## src/rtl/multi_cycle_adder.sv

```systemverilog
// Sequential adder/subtractor: WIDTH-bit operands processed DIGIT bits per clock, LSB slice first,
// with a registered carry between slices and a Start/Busy/Done handshake.
module multi_cycle_adder #(
    parameter int unsigned WIDTH = 8,
    parameter int unsigned DIGIT = 2
) (
    input  logic             Clk,
    input  logic             Rst,
    input  logic             Start,
    input  logic [WIDTH-1:0] A,
    input  logic [WIDTH-1:0] B,
    input  logic             Cin,
    input  logic             Sub,
    output logic [WIDTH-1:0] Sum,
    output logic             Carry,
    output logic             Overflow,
    output logic             Busy,
    output logic             Done
);

    localparam int unsigned N  = WIDTH / DIGIT;
    localparam int unsigned CW = (N > 1) ? $clog2(N) : 1;
    localparam int unsigned SW = DIGIT + 1;

    typedef enum logic [1:0] {StIdle, StRun, StDone} state_e;

    state_e           state_q, state_d;
    logic [WIDTH-1:0] a_q, a_d;
    logic [WIDTH-1:0] b_q, b_d;
    logic [WIDTH-1:0] psum_q, psum_d;
    logic             a_msb_q, a_msb_d;
    logic             b_msb_q, b_msb_d;
    logic             cy_q, cy_d;
    logic [CW-1:0]    cnt_q, cnt_d;
    logic [WIDTH-1:0] sum_q, sum_d;
    logic             carry_q, carry_d;
    logic             ovf_q, ovf_d;
    logic [DIGIT:0]   slice;

    always_ff @(posedge Clk) begin
        if (Rst) begin
            state_q <= StIdle;
            a_q     <= '0;
            b_q     <= '0;
            psum_q  <= '0;
            a_msb_q <= 1'b0;
            b_msb_q <= 1'b0;
            cy_q    <= 1'b0;
            cnt_q   <= '0;
            sum_q   <= '0;
            carry_q <= 1'b0;
            ovf_q   <= 1'b0;
        end else begin
            state_q <= state_d;
            a_q     <= a_d;
            b_q     <= b_d;
            psum_q  <= psum_d;
            a_msb_q <= a_msb_d;
            b_msb_q <= b_msb_d;
            cy_q    <= cy_d;
            cnt_q   <= cnt_d;
            sum_q   <= sum_d;
            carry_q <= carry_d;
            ovf_q   <= ovf_d;
        end
    end

    // Operands shift right each slice so the active slice is always in the low DIGIT bits;
    // the partial sum fills from the top and shifts down into place.
    always_comb begin
        state_d = state_q;
        a_d     = a_q;
        b_d     = b_q;
        psum_d  = psum_q;
        a_msb_d = a_msb_q;
        b_msb_d = b_msb_q;
        cy_d    = cy_q;
        cnt_d   = cnt_q;
        sum_d   = sum_q;
        carry_d = carry_q;
        ovf_d   = ovf_q;
        slice   = {1'b0, a_q[DIGIT-1:0]} + {1'b0, b_q[DIGIT-1:0]} + SW'(cy_q);

        case (state_q)
            StIdle, StDone: begin
                if (Start) begin
                    a_d     = A;
                    b_d     = Sub ? ~B : B;
                    a_msb_d = A[WIDTH-1];
                    b_msb_d = Sub ? ~B[WIDTH-1] : B[WIDTH-1];
                    cy_d    = Sub | Cin;
                    cnt_d   = '0;
                    psum_d  = '0;
                    state_d = StRun;
                end else begin
                    state_d = StIdle;
                end
            end
            StRun: begin
                a_d    = a_q >> DIGIT;
                b_d    = b_q >> DIGIT;
                cy_d   = slice[DIGIT];
                psum_d = (psum_q >> DIGIT) | (WIDTH'(slice[DIGIT-1:0]) << (WIDTH - DIGIT));
                cnt_d  = cnt_q + CW'(1);
                if (cnt_q == CW'(N - 1)) begin
                    state_d = StDone;
                    sum_d   = psum_d;
                    carry_d = slice[DIGIT];
                    ovf_d   = (a_msb_q == b_msb_q) && (psum_d[WIDTH-1] != a_msb_q);
                end
            end
            default: state_d = StIdle;
        endcase
    end

    assign Sum      = sum_q;
    assign Carry    = carry_q;
    assign Overflow = ovf_q;
    assign Busy     = (state_q == StRun);
    assign Done     = (state_q == StDone);

endmodule
```

## config.mk

```make
export PLATFORM = sky130hd
export DESIGN_NAME = multi_cycle_adder
export DESIGN_NICKNAME = d
export VERILOG_FILES = /design/src/rtl/multi_cycle_adder.sv
export SDC_FILE = /design/constraint.sdc
export NUM_CORES = 1
export LEC_CHECK = 0
export BUFFER_PORTS_ARGS = -buffer_cell sky130_fd_sc_hd__buf_2
export CORE_UTILIZATION = 55
export CTS_BUF_LIST = sky130_fd_sc_hd__clkbuf_8
export DETAILED_ROUTE_END_ITERATION = 7
export PLACE_DENSITY_LB_ADDON = 0.12
export SLEW_MARGIN = 25
export SYNTH_ARGS = -nofsm -noshare
export SYNTH_HDL_FRONTEND = slang
export SYNTH_SLANG_ARGS = --single-unit
```

## constraint.sdc

```tcl
create_clock -name Clk -period 2.8 [get_ports Clk]
set_clock_uncertainty 0.15 [all_clocks]
set_input_delay 0.14 -clock Clk [delete_from_list [all_inputs] [get_ports Clk]]
set_output_delay 0.14 -clock Clk [all_outputs]
set_load 0.005 [all_outputs]
```

After elaboration in Yosys (flattened, before gate mapping)
Index checks and enable logic that the tools add are counted.
- add/subtract/negate cells: 3
- multiply operators: 0
- div/mod/pow operators: 0
- order comparisons: 0
- eq/ne operators: 7
- shift-type cells: 0
- multiplexer cells: 15
- bitwise gates (word level): 4
- reductions and logical operators: 7
- operators by type and width (operator ; number):
    one-hot mux 8 bit (2 select lines) ; 3
    two-way mux 8 bit ; 4
    NOT 8 bit ; 1
    bitwise OR 6 x 8 -> 8 bit ; 1
    one-hot mux 2 bit (2 select lines) ; 2
    AND reduction 2 bit ; 3
    == test 2 bit (second input constant) ; 2
    two-way mux 2 bit ; 2
    adder 2 x 2 -> 3 bit ; 1
    adder 3 x 1 -> 3 bit ; 1
    two-way mux 1 bit ; 3
    adder 2 x 1 -> 2 bit (second input constant) ; 1
    == test 2 x 1 -> 1 bit (second input constant) ; 1
    logical NOT 2 bit ; 1
    != test 2 x 1 -> 1 bit (second input constant) ; 1
    != test 2 bit (second input constant) ; 1
    one-hot mux 1 bit (2 select lines) ; 1
    nonzero test 2 bit ; 1
    OR reduction 2 bit ; 1
    == test 1 bit ; 1
    logical AND 1 bit ; 1
    != test 1 bit ; 1
    NOT 1 bit ; 1
    bitwise OR 1 bit ; 1
- flip-flop bits (word level): 41
- bits in latches: 0
- memory bits (writable): 0
- ROM bits: 0
- output and inout port bits: 12
- memories: 0

Logic depth before layout (Yosys ltp)
Gate-level depths: netlist of run 1.
- depth in word-level cells: 5
- gate-level depth with buffers: 6
- mapped depth without buffers: 6

Worst setup path after synthesis of run 1
Ideal clock, no wire load.
- path type: reg-to-reg
- start: reg a_q[0]
- end: reg ovf_q (netlist: Overflow)
- setup time: 0.091 ns
- arrival: 1.636 ns
- data required time: 2.559 ns
- setup slack: 0.923 ns
- stages on the path, launching flop included: 7
- period minus slack after synthesis: 1.877 ns
- cell sequence: dfxtp_1 -> inv_1 -> fa_1 -> inv_1 -> fa_1 -> nand3b_1 -> a311oi_1
- cells in the longest elaborated chain, start to end: 5
- RTL lines (element ; line ; text):
    start, declared ; 28 ; logic [WIDTH-1:0] a_q, a_d;
    start signal, assigned ; 43 ; a_q <= '0;
    start signal, assigned ; 55 ; a_q <= a_d;
    adder 2 x 2 -> 3 bit ; 82 ; slice = {1'b0, a_q[DIGIT-1:0]} + {1'b0, b_q[DIGIT-1:0]} + SW'(cy_q);
    adder 3 x 1 -> 3 bit ; 82 ;
    named net slice[1] ; 38 ; logic [DIGIT:0] slice;
    bitwise OR 6 x 8 -> 8 bit ; 103 ; psum_d = (psum_q >> DIGIT) | (WIDTH'(slice[DIGIT-1:0]) << (WIDTH - DIGIT));
    != test 1 bit ; 109 ; ovf_d = (a_msb_q == b_msb_q) && (psum_d[WIDTH-1] != a_msb_q);
    logical AND 1 bit ; 109 ;
    end signal, assigned ; 64 ; ovf_q <= ovf_d;
    end, declared ; 37 ; logic ovf_q, ovf_d;
The timed path passes the listed nets, and every way through them passes these cells.
A chain may end at the register's enable or synchronous reset.

Worst setup path in the final report of run 1
Same ends and word-level chain as after synthesis.

==> results.yml, run 1 <==
detailed_routing:
  drt_iter0_drc: 68
  dr_wl_met2_um: 1750
  drt-pass1-iter-count: 6
  wl_met3_um: 109
  dr.max_layer_used: "met4"
  drc: 4
  routedWlPerCell_um: 13.6
  drt_wl_total_um: 3470
  m1WireLength_um: 1560
  vias: 1439
  via_per_inst: 5.64
  postRouteAntennaNets: 0
timing:
  max_freq_ghz: 0.508
  finalCritPeriodShare_pct: 70.2
  max_slew.worst_pin.slew_ns: 0.682
  setup_violations: 0
  period_needed_ns: 1.97
  relSlewSlack_pct: 54.5
  hold_viol: 0
  whs_ns: 0.00666
  rsz0062_at_grt: "false"
  tns_ns: 0
  report.final.slew_viol_count: 0
  setup_slack_ns: 0.833
cts:
  path_clk_slew_ns: 0.07
  cts_max_level: 2
  clk-insertion-delay-late_ns: 0.29
  cts_sinks: 39
  cts_resized: 0
  cts_tree: "done"
  root_buffer: "clkbuf_8"
  cts_buffers: 5
  clockBufferDepth: 2
die:
  core_sq_um: 2810
  dieArea_sq_um: 3230
  num_rows: 19
  ios: 33
  start_util_pct: 59.0
  die_y_um: 56.9
  die_w_um: 56.9
yosys:
  synth_top_family_by_area: "simple AND/OR/NAND/NOR gates"
  synth-compound-area-share_pct: 17.8
  synthCells: 190
  synth_fa_ha_area_share_pct: 3.17
  ys_seq_elements: 39
  synth_area_per_cell_sq_um: 8.71
  synth-xor-area-share_pct: 4.23
  synth_cell_types: 26
  synthSimpleGateAreaFrac_pct: 19.3
  netlist_area_sq_um: 1660
  synthesis.nets: 214
  synthMuxAreaShare_pct: 0
  synth_seq_area_share_pct: 47.2
  yosys_warnings: 0
status:
  status: "complete, but fails checks"
  violations: "design-rule violations"
global_routing:
  grt_antenna_before_repair: 0
  grt_max_degree: 40
  gr-usage-all-layers_pct: 23.8
  grt_pass1_vias: 1415
  overflow: 0
  grt_pass1_wl_um: 5940
critical_path:
  required_ns: 2.85
  crit_arrival_ns: 2.01
  startpoint: "a_q[0]"
  crit_type: "reg2reg"
  r2r-start: "a_q[0]"
  crit_family: "adder cells"
  critical_path.slowest_cell: "fa_1"
  slowest_delay_ns: 0.45
  path_buf_inv: 2
  cp-end-kind: "register"
  start_kind: "register"
  path_max_fanout: 4
  crit_path_cell_trace: "inv_1, fa_1, inv_1, fa_1, nand3b_1, a311oi_1"
hold_path:
  hp-start: "B[6]"
  hp-class: "in2reg"
placement:
  place_inst: 240
  hpwl_um: 2350
  place_congestion: 0.840
  dp_slack_ns: 0.843
  portBuffers: 32
power_and_ir_drop:
  leakagePower_uw: 0.000765
  powerDensity_nw_per_um2: 570
  ir_worst_vdd_v: 0.000482
final_layout:
  fillers: 260
  finalNonFillerCells: 255
  nets: 247
  post-route-util_pct: 68.3
  area_growth_syn_to_layout_pct: 15.7
  drive_gt1_share_pct: 19.2
  diodes: 0
run:
  drv_cap: 0
[layer usage]
metal	vias to the layer above	track usage, %
li1	718	-
met1	684	28.4
met2	30	40.5
met3	7	6.45
met4	0	9.76
met5	-	0
[final cells by class]
class	count	area, sq um	share of cell area, %
tap	31	38.8	2.02
inverter	5	21.3	1.11
timing repair buffer	42	253	13.2
clock inverter	3	16.3	0.849
sequential	39	781	40.8
multi-input combinational	130	737	38.5
clock buffer	5	68.8	3.59
[synthesized netlist by cell type, drive strengths merged]
| cell type | count | area [sq um] |
|---|---|---|
| and3b | 1 | 8.76 |
| nor2 | 4 | 15.0 |
| ha | 1 | 12.5 |
| o21a | 1 | 7.51 |
| fa | 2 | 40.0 |
| a22oi | 12 | 90.1 |
| dfxtp | 39 | 781 |
| a31oi | 1 | 6.26 |
| buf | 14 | 109 |
| nand2b | 4 | 25.0 |
| inv | 5 | 21.3 |
| nand3 | 25 | 125 |
| nor2b | 2 | 12.5 |
| xor2 | 8 | 70.1 |
| a211oi | 1 | 7.51 |
| nand3b | 2 | 15.0 |
| or3b | 1 | 8.76 |
| o21ai | 1 | 5.00 |
| nand2 | 29 | 109 |
| clkbuf | 2 | 7.51 |
| a21oi | 34 | 170 |
| a311oi | 1 | 8.76 |
[worst register-to-register path, cell delays in order, from the launching register on]
cell and delay [ns]:
dfxtp_1 0.33, inv_1 0.06, fa_1 0.40, inv_1 0.07
fa_1 0.45, nand3b_1 0.18, a311oi_1 0.24
[sequential cells by signal (all words and copies together) (netlist names)]
| name | count |
|---|---|
| Carry | 1 |
| cnt_q | 2 |
| b_msb_q | 1 |
| cy_q | 1 |
| a_msb_q | 1 |
| Sum | 8 |
| b_q | 8 |
| a_q | 8 |
| Overflow | 1 |
| psum_q | 6 |
| state_q | 2 |
[what timing repair did]
action                                 in CTS  in global routing
endpoints found under the hold margin       8                  0
hold buffers                                7                  0
setup buffers                               0                  0
[cells in the final DEF, fill, tap and decap left out, types with 3 or more instances in the layout]
master	netlist	routed
a21oi_1	34	34
a22oi_1	12	12
buf_2	6	32
buf_4	1	3
clkbuf_8	0	5
dfxtp_1	39	39
dlygate4sd3_1	0	7
inv_1	4	5
nand2_1	29	29
nand2b_1	4	4
nand3_1	25	25
nor2_1	4	4
xor2_1	8	8
[power by group]
group / internal [uW] / leakage, uW / switching [uW] / total (uW)
Combinational: 58.3 / 0.000402 / 80.7 / 139
Sequential: 580 / 0.000318 / 16.2 / 596
Clock: 170 / 0.0000453 / 187 / 357
Total: 808 / 0.000765 / 284 / 1090
[cells by family after synthesis]
| kind of cell | count (synthesis) |
|---|---|
| flops | 39 |
| xor+xnor | 8 |
| compound gates | 51 |
| buf+inv | 21 |
| fa+ha+maj | 3 |
| simple gates | 68 |
[path summary, 6_finish.rpt]
kind	cells after the start	slack [ns]	end
setup / recovery	6	0.83	Overflow
hold / removal	4	0.007	b_q[6]
setup reg to reg	6	0.83	Overflow
hold reg to reg	2	0.30	Sum[1]
[metrics by stage]
step	total power [uW]	instance area (sq um)
2_1_floorplan	712	1660
3_3_place_gp	731	1760
3_5_place_dp	740	1760
4_1_cts	1100	1920
5_1_grt	1150	1920
6_report	1090	1920
Note: power is estimated with default switching activity, not from simulation.
==> run 2: changes to the inputs <==
--- a/config.mk
+++ b/config.mk
@@ -6,7 +6,7 @@
 export NUM_CORES = 1
 export LEC_CHECK = 0
 export BUFFER_PORTS_ARGS = -buffer_cell sky130_fd_sc_hd__buf_2
-export CORE_UTILIZATION = 55
+export CORE_UTILIZATION = 51
 export CTS_BUF_LIST = sky130_fd_sc_hd__clkbuf_8
 export DETAILED_ROUTE_END_ITERATION = 7
 export PLACE_DENSITY_LB_ADDON = 0.12
==> constraint.sdc (replaced) <==
create_clock -name Clk -period 1.8 [get_ports Clk]
set_clock_uncertainty 0.15 [all_clocks]
set_input_delay 0.09 -clock Clk [delete_from_list [all_inputs] [get_ports Clk]]
set_output_delay 0.09 -clock Clk [all_outputs]
set_load 0.005 [all_outputs]
==> results.yml, run 2 (synthesis gave the netlist of run 1 again) <==
status:
  status: "complete, but fails checks"
  violations: "negative setup slack"
timing:
  max_freq_ghz: 0.506
  setup_violations: 3
  max_slew.worst_pin.slew_ns: 0.694
  period_needed_ns: 1.98
  rsz0062_at_grt: "true"
  report.final.slew_viol_count: 0
  relSlewSlack_pct: 53.8
  setup_slack_ns: -0.176
  hold_viol: 0
  finalCritPeriodShare_pct: 110
power_and_ir_drop:
  p_sw_uw: 455
  p_seq_share_pct: 53.4
  comb_power_share_pct: 14.1
  intPower_uw: 1280
  ir_worst_vdd_v: 0.000530
  p_total_uw: 1740
  clock_power_share_pct: 32.4
  switching_share_pct: 26.2
  leakagePower_uw: 0.000811
  powerDensity_nw_per_um2: 858
critical_path:
  slowest_delay_ns: 0.51
  crit_type: "reg2reg"
  cp_common_cell: "inv_2"
  path_max_fanout: 3
  crit_arrival_ns: 2.04
  required_ns: 1.86
  reg2reg_slack_ns: -0.18
  cp-end-kind: "register"
  crit_path_cell_trace: "inv_2, fa_2, inv_2, fa_1, or3b_1, a311oi_2"
  path_buf_inv: 2
  critical_path.slowest_cell: "fa_1"
  crit_family: "adder cells"
  start_kind: "register"
detailed_routing:
  drt_wl_total_um: 3430
  drt-pass1-iter-count: 4
  drc: 0
  vias: 1450
  routedWlPerCell_um: 12.4
  drt_iter0_drc: 48
  via_per_inst: 5.23
  postRouteAntennaNets: 0
cts:
  cts_sinks: 39
  cts_max_level: 2
  clockBufferDepth: 2
  path_clk_slew_ns: 0.08
  clk-insertion-delay-late_ns: 0.29
  cts_tree: "done"
  root_buffer: "clkbuf_8"
  cts_buffers: 5
global_routing:
  grt_pass1_wl_um: 5740
  grt_pass1_vias: 1384
  overflow: 0
  grt_max_degree: 40
  grt_antenna_before_repair: 0
  gr-usage-all-layers_pct: 22.6
hold_path:
  hp-class: "in2reg"
final_layout:
  fillers: 284
  drive_gt1_share_pct: 25.3
  final_cell_mix: "dfxtp_1 (36), a21oi_1 (34), buf_2 (32)"
  finalInstanceArea_sq_um: 2030
  finalNonFillerCells: 277
  diodes: 0
  area_growth_syn_to_layout_pct: 22.4
  nets: 256
  final_common_cell: "dfxtp_1"
die:
  dieArea_sq_um: 3480
  num_rows: 20
  die_w_um: 59.0
  ios: 33
  start_util_pct: 53.8
  core_sq_um: 3080
  die_y_um: 59.0
run:
  drv_cap: 0
placement:
  portBuffers: 32
  place_congestion: 0.697
  place_inst: 256
  hpwl_um: 2300
  place_area_sq_um: 1800
## run 2: changes by cell type in the layout (fill, tap and decap cells not counted), moves of 2 or more
cell           previous run  this run
inv_2                     0         4
buf_4                     3         7
dfxtp_2                   0         3
inv_1                     5         0
dlygate4sd3_1             7        11
clkinv_2                  1         3
dfxtp_1                  39        36
## run 2: cell type report
cell class	count	area, sq um	area share, %
Timing Repair Buffer	51	334	16.5
Inverter	5	21.3	1.05
Tap cell	44	55.1	2.72
Clock inverter	3	15.0	0.741
Multi-Input combinational cell	130	748	36.9
Clock buffer	5	68.8	3.40
Sequential cell	39	785	38.7
## run 2: metrics by stage
step                      TNS, ns  hold slack, ns  util [%]  worst slack [ns]
after floorplan           -0.0773          0.0760         -           -0.0773
after global placement     -0.103           0.181      58.5           -0.0864
after detailed placement   -0.353           0.211      58.5            -0.194
after CTS                  -0.235          0.0457      65.3            -0.198
after global routing       -0.548          0.0437      65.9            -0.252
final                      -0.354          0.0492      65.9            -0.176
## run 2: path summary, 6_finish.rpt
path	startpoint	endpoint	cells past startpoint
setup / recovery	a_q[0]	Overflow	6
hold / removal	B[3]	b_q[3]	4
setup reg to reg	a_q[0]	Overflow	6
hold reg to reg	Carry	Carry	2
## run 2: worst reg2reg max path, delay by kind of cell (launching register included)
kind,cells,cell delay [ns]
AND/OR/NAND/NOR,1,0.37
buffers and inverters,2,0.09
AO/OA/AOI/OAI,1,0.26
flip-flops,1,0.32
adder cells (fa/ha/maj),2,0.71
## run 2: per-layer routing
| metal | global-route usage, % | wire (um) |
|---|---|---|
| met2 | 40.1 | 1780 |
| met4 | 7.14 | 35 |
| met5 | 0 | 0 |
| met1 | 23.9 | 1490 |
| met3 | 10.0 | 128 |
## run 2: power by group through the flow
| stage | Sequential, uW | Clock [uW] | Combinational, uW |
|---|---|---|---|
| final | 929 | 564 | 246 |
| after global routing | 934 | 631 | 270 |
| after CTS | 928 | 576 | 235 |
| after detailed placement | 946 | 0 | 212 |
| after global placement | 944 | 0 | 202 |
| after floorplan | 940 | 0 | 168 |
## run 2: what timing repair did
item / in CTS / in global routing
setup buffers: 1 / 1
hold buffers: 11 / 0
resized for setup: 8 / 3
pin swaps: 3 / 3
endpoints found under the hold margin: 13 / 0
setup endpoints to repair: 3 / 3
==> run 3: changes to the inputs <==
--- a/config.mk
+++ b/config.mk
@@ -6,7 +6,7 @@
 export NUM_CORES = 1
 export LEC_CHECK = 0
 export BUFFER_PORTS_ARGS = -buffer_cell sky130_fd_sc_hd__buf_2
-export CORE_UTILIZATION = 51
+export CORE_UTILIZATION = 55
 export CTS_BUF_LIST = sky130_fd_sc_hd__clkbuf_8
 export DETAILED_ROUTE_END_ITERATION = 7
 export PLACE_DENSITY_LB_ADDON = 0.12
==> constraint.sdc (replaced) <==
create_clock -name Clk -period 2.23 [get_ports Clk]
set_clock_uncertainty 0.15 [all_clocks]
set_input_delay 0.3345 -clock Clk [delete_from_list [all_inputs] [get_ports Clk]]
set_output_delay 0.3345 -clock Clk [all_outputs]
set_load 0.005 [all_outputs]
==> results.yml, run 3 (synthesis gave the netlist of run 1 again) <==
final_layout:
  finalNonFillerCells: 248
  nets: 240
  final_cell_mix: "dfxtp_1 (39), a21oi_1 (34), buf_2 (32)"
  post-route-util_pct: 65.8
  area_growth_syn_to_layout_pct: 11.5
  final_common_cell: "dfxtp_1"
  fillers: 243
  diodes: 0
  drive_gt1_share_pct: 19.8
cts:
  cts_buffers: 5
  clockBufferDepth: 2
  clk-insertion-delay-late_ns: 0.29
  cts_max_level: 2
  cts_tree: "done"
  cts_sinks: 39
  cts_resized: 0
  hold_buffers: 0
  cts_setup_buffers: 0
  path_clk_slew_ns: 0.07
  root_buffer: "clkbuf_8"
global_routing:
  grt_pass1_wl_um: 5550
  grt_antenna_before_repair: 0
  grt_pass1_vias: 1322
  overflow: 0
  gr-usage-all-layers_pct: 22.2
  grt_max_degree: 40
critical_path:
  crit_arrival_ns: 2.01
  start_kind: "register"
  slowest_delay_ns: 0.44
  critical_path.slowest_cell: "fa_1"
  crit_type: "reg2reg"
  crit_path_cell_trace: "inv_1, fa_1, inv_1, fa_1, nand3b_1, a311oi_1"
  ff2ff_path_depth: 6
  cp-end-kind: "register"
  path_max_fanout: 4
  required_ns: 2.28
hold_path:
  holdPathStages: 3
  hp-class: "in2reg"
die:
  num_rows: 19
  ios: 33
  dieArea_sq_um: 3230
  die_w_um: 56.9
  core_sq_um: 2810
  die_y_um: 56.9
  start_util_pct: 59.0
timing:
  hold_viol: 0
  max_freq_ghz: 0.510
  period_needed_ns: 1.96
  setup_violations: 0
  max_slew.worst_pin.slew_ns: 0.686
  finalCritPeriodShare_pct: 87.9
  report.final.slew_viol_count: 0
  whs_ns: 0.136
  rsz0062_at_grt: "false"
  relSlewSlack_pct: 54.3
  tns_ns: 0
detailed_routing:
  drt_iter0_drc: 49
  drc: 4
  vias: 1410
  drt-pass1-iter-count: 6
  postRouteAntennaNets: 0
  drt_wl_total_um: 3220
  routedWlPerCell_um: 13.0
  via_per_inst: 5.69
status:
  violations: "design-rule violations"
  status: "complete, but fails checks"
power_and_ir_drop:
  p_total_uw: 1360
  powerDensity_nw_per_um2: 739
  leakagePower_uw: 0.000735
  ir_worst_vdd_v: 0.000630
placement:
  portBuffers: 32
  place_congestion: 0.811
  place_inst: 240
  hpwl_um: 2190
run:
  drv_cap: 0
==> run 3: report_power, final <==
group	switching, uW	leakage, uW	internal (uW)	total [uW]
Combinational	98.4	0.000372	65.2	164
Clock	238	0.0000453	214	452
Sequential	19.9	0.000318	728	748
Total	356	0.000735	1010	1360
==> run 3: path summary, 6_finish.rpt <==
kind | from | endpoint | slack, ns
min | A[6] | a_q[6] | 0.14
max | a_q[0] | Overflow | 0.27
max reg2reg | a_q[0] | Overflow | 0.27
min reg2reg | Sum[5] | Sum[5] | 0.30
==> run 3: final cells by class <==
cell class              instances  area (sq um)  area share (%)
clock inverters                 3          16.3           0.881
well taps                      31          38.8            2.10
repair buffers                 35           183            9.90
inverters                       5          21.3            1.15
clock buffers                   5          68.8            3.73
flip-flops and latches         39           781            42.3
multi-input cells             130           737            39.9
==> run 3: per-stage QoR <==
stage          instance area, sq um  worst slack, ns
3_5_place_dp                   1760            0.279
4_1_cts                        1850            0.268
5_1_grt                        1850            0.166
2_1_floorplan                  1660            0.353
6_report                       1850            0.271
3_3_place_gp                   1760            0.311
==> run 3: metal layers <==
metal | track usage (%) | up-vias | share of wire (%)
met5 | 0 | - | 0
met4 | 8.36 | 0 | 1.1
li1 | - | 702 | -
met1 | 26.2 | 679 | 46
met3 | 6.22 | 5 | 3.7
met2 | 38.3 | 24 | 49
==> run 3: worst max-delay path: cells and delay by family, from the launching register on <==
kind / cells / cell delay, ns
buffers and inverters: 2 / 0.13
adder cells (fa/ha/maj): 2 / 0.84
AND/OR/NAND/NOR: 1 / 0.17
AO/OA/AOI/OAI: 1 / 0.24
flip-flops: 1 / 0.33
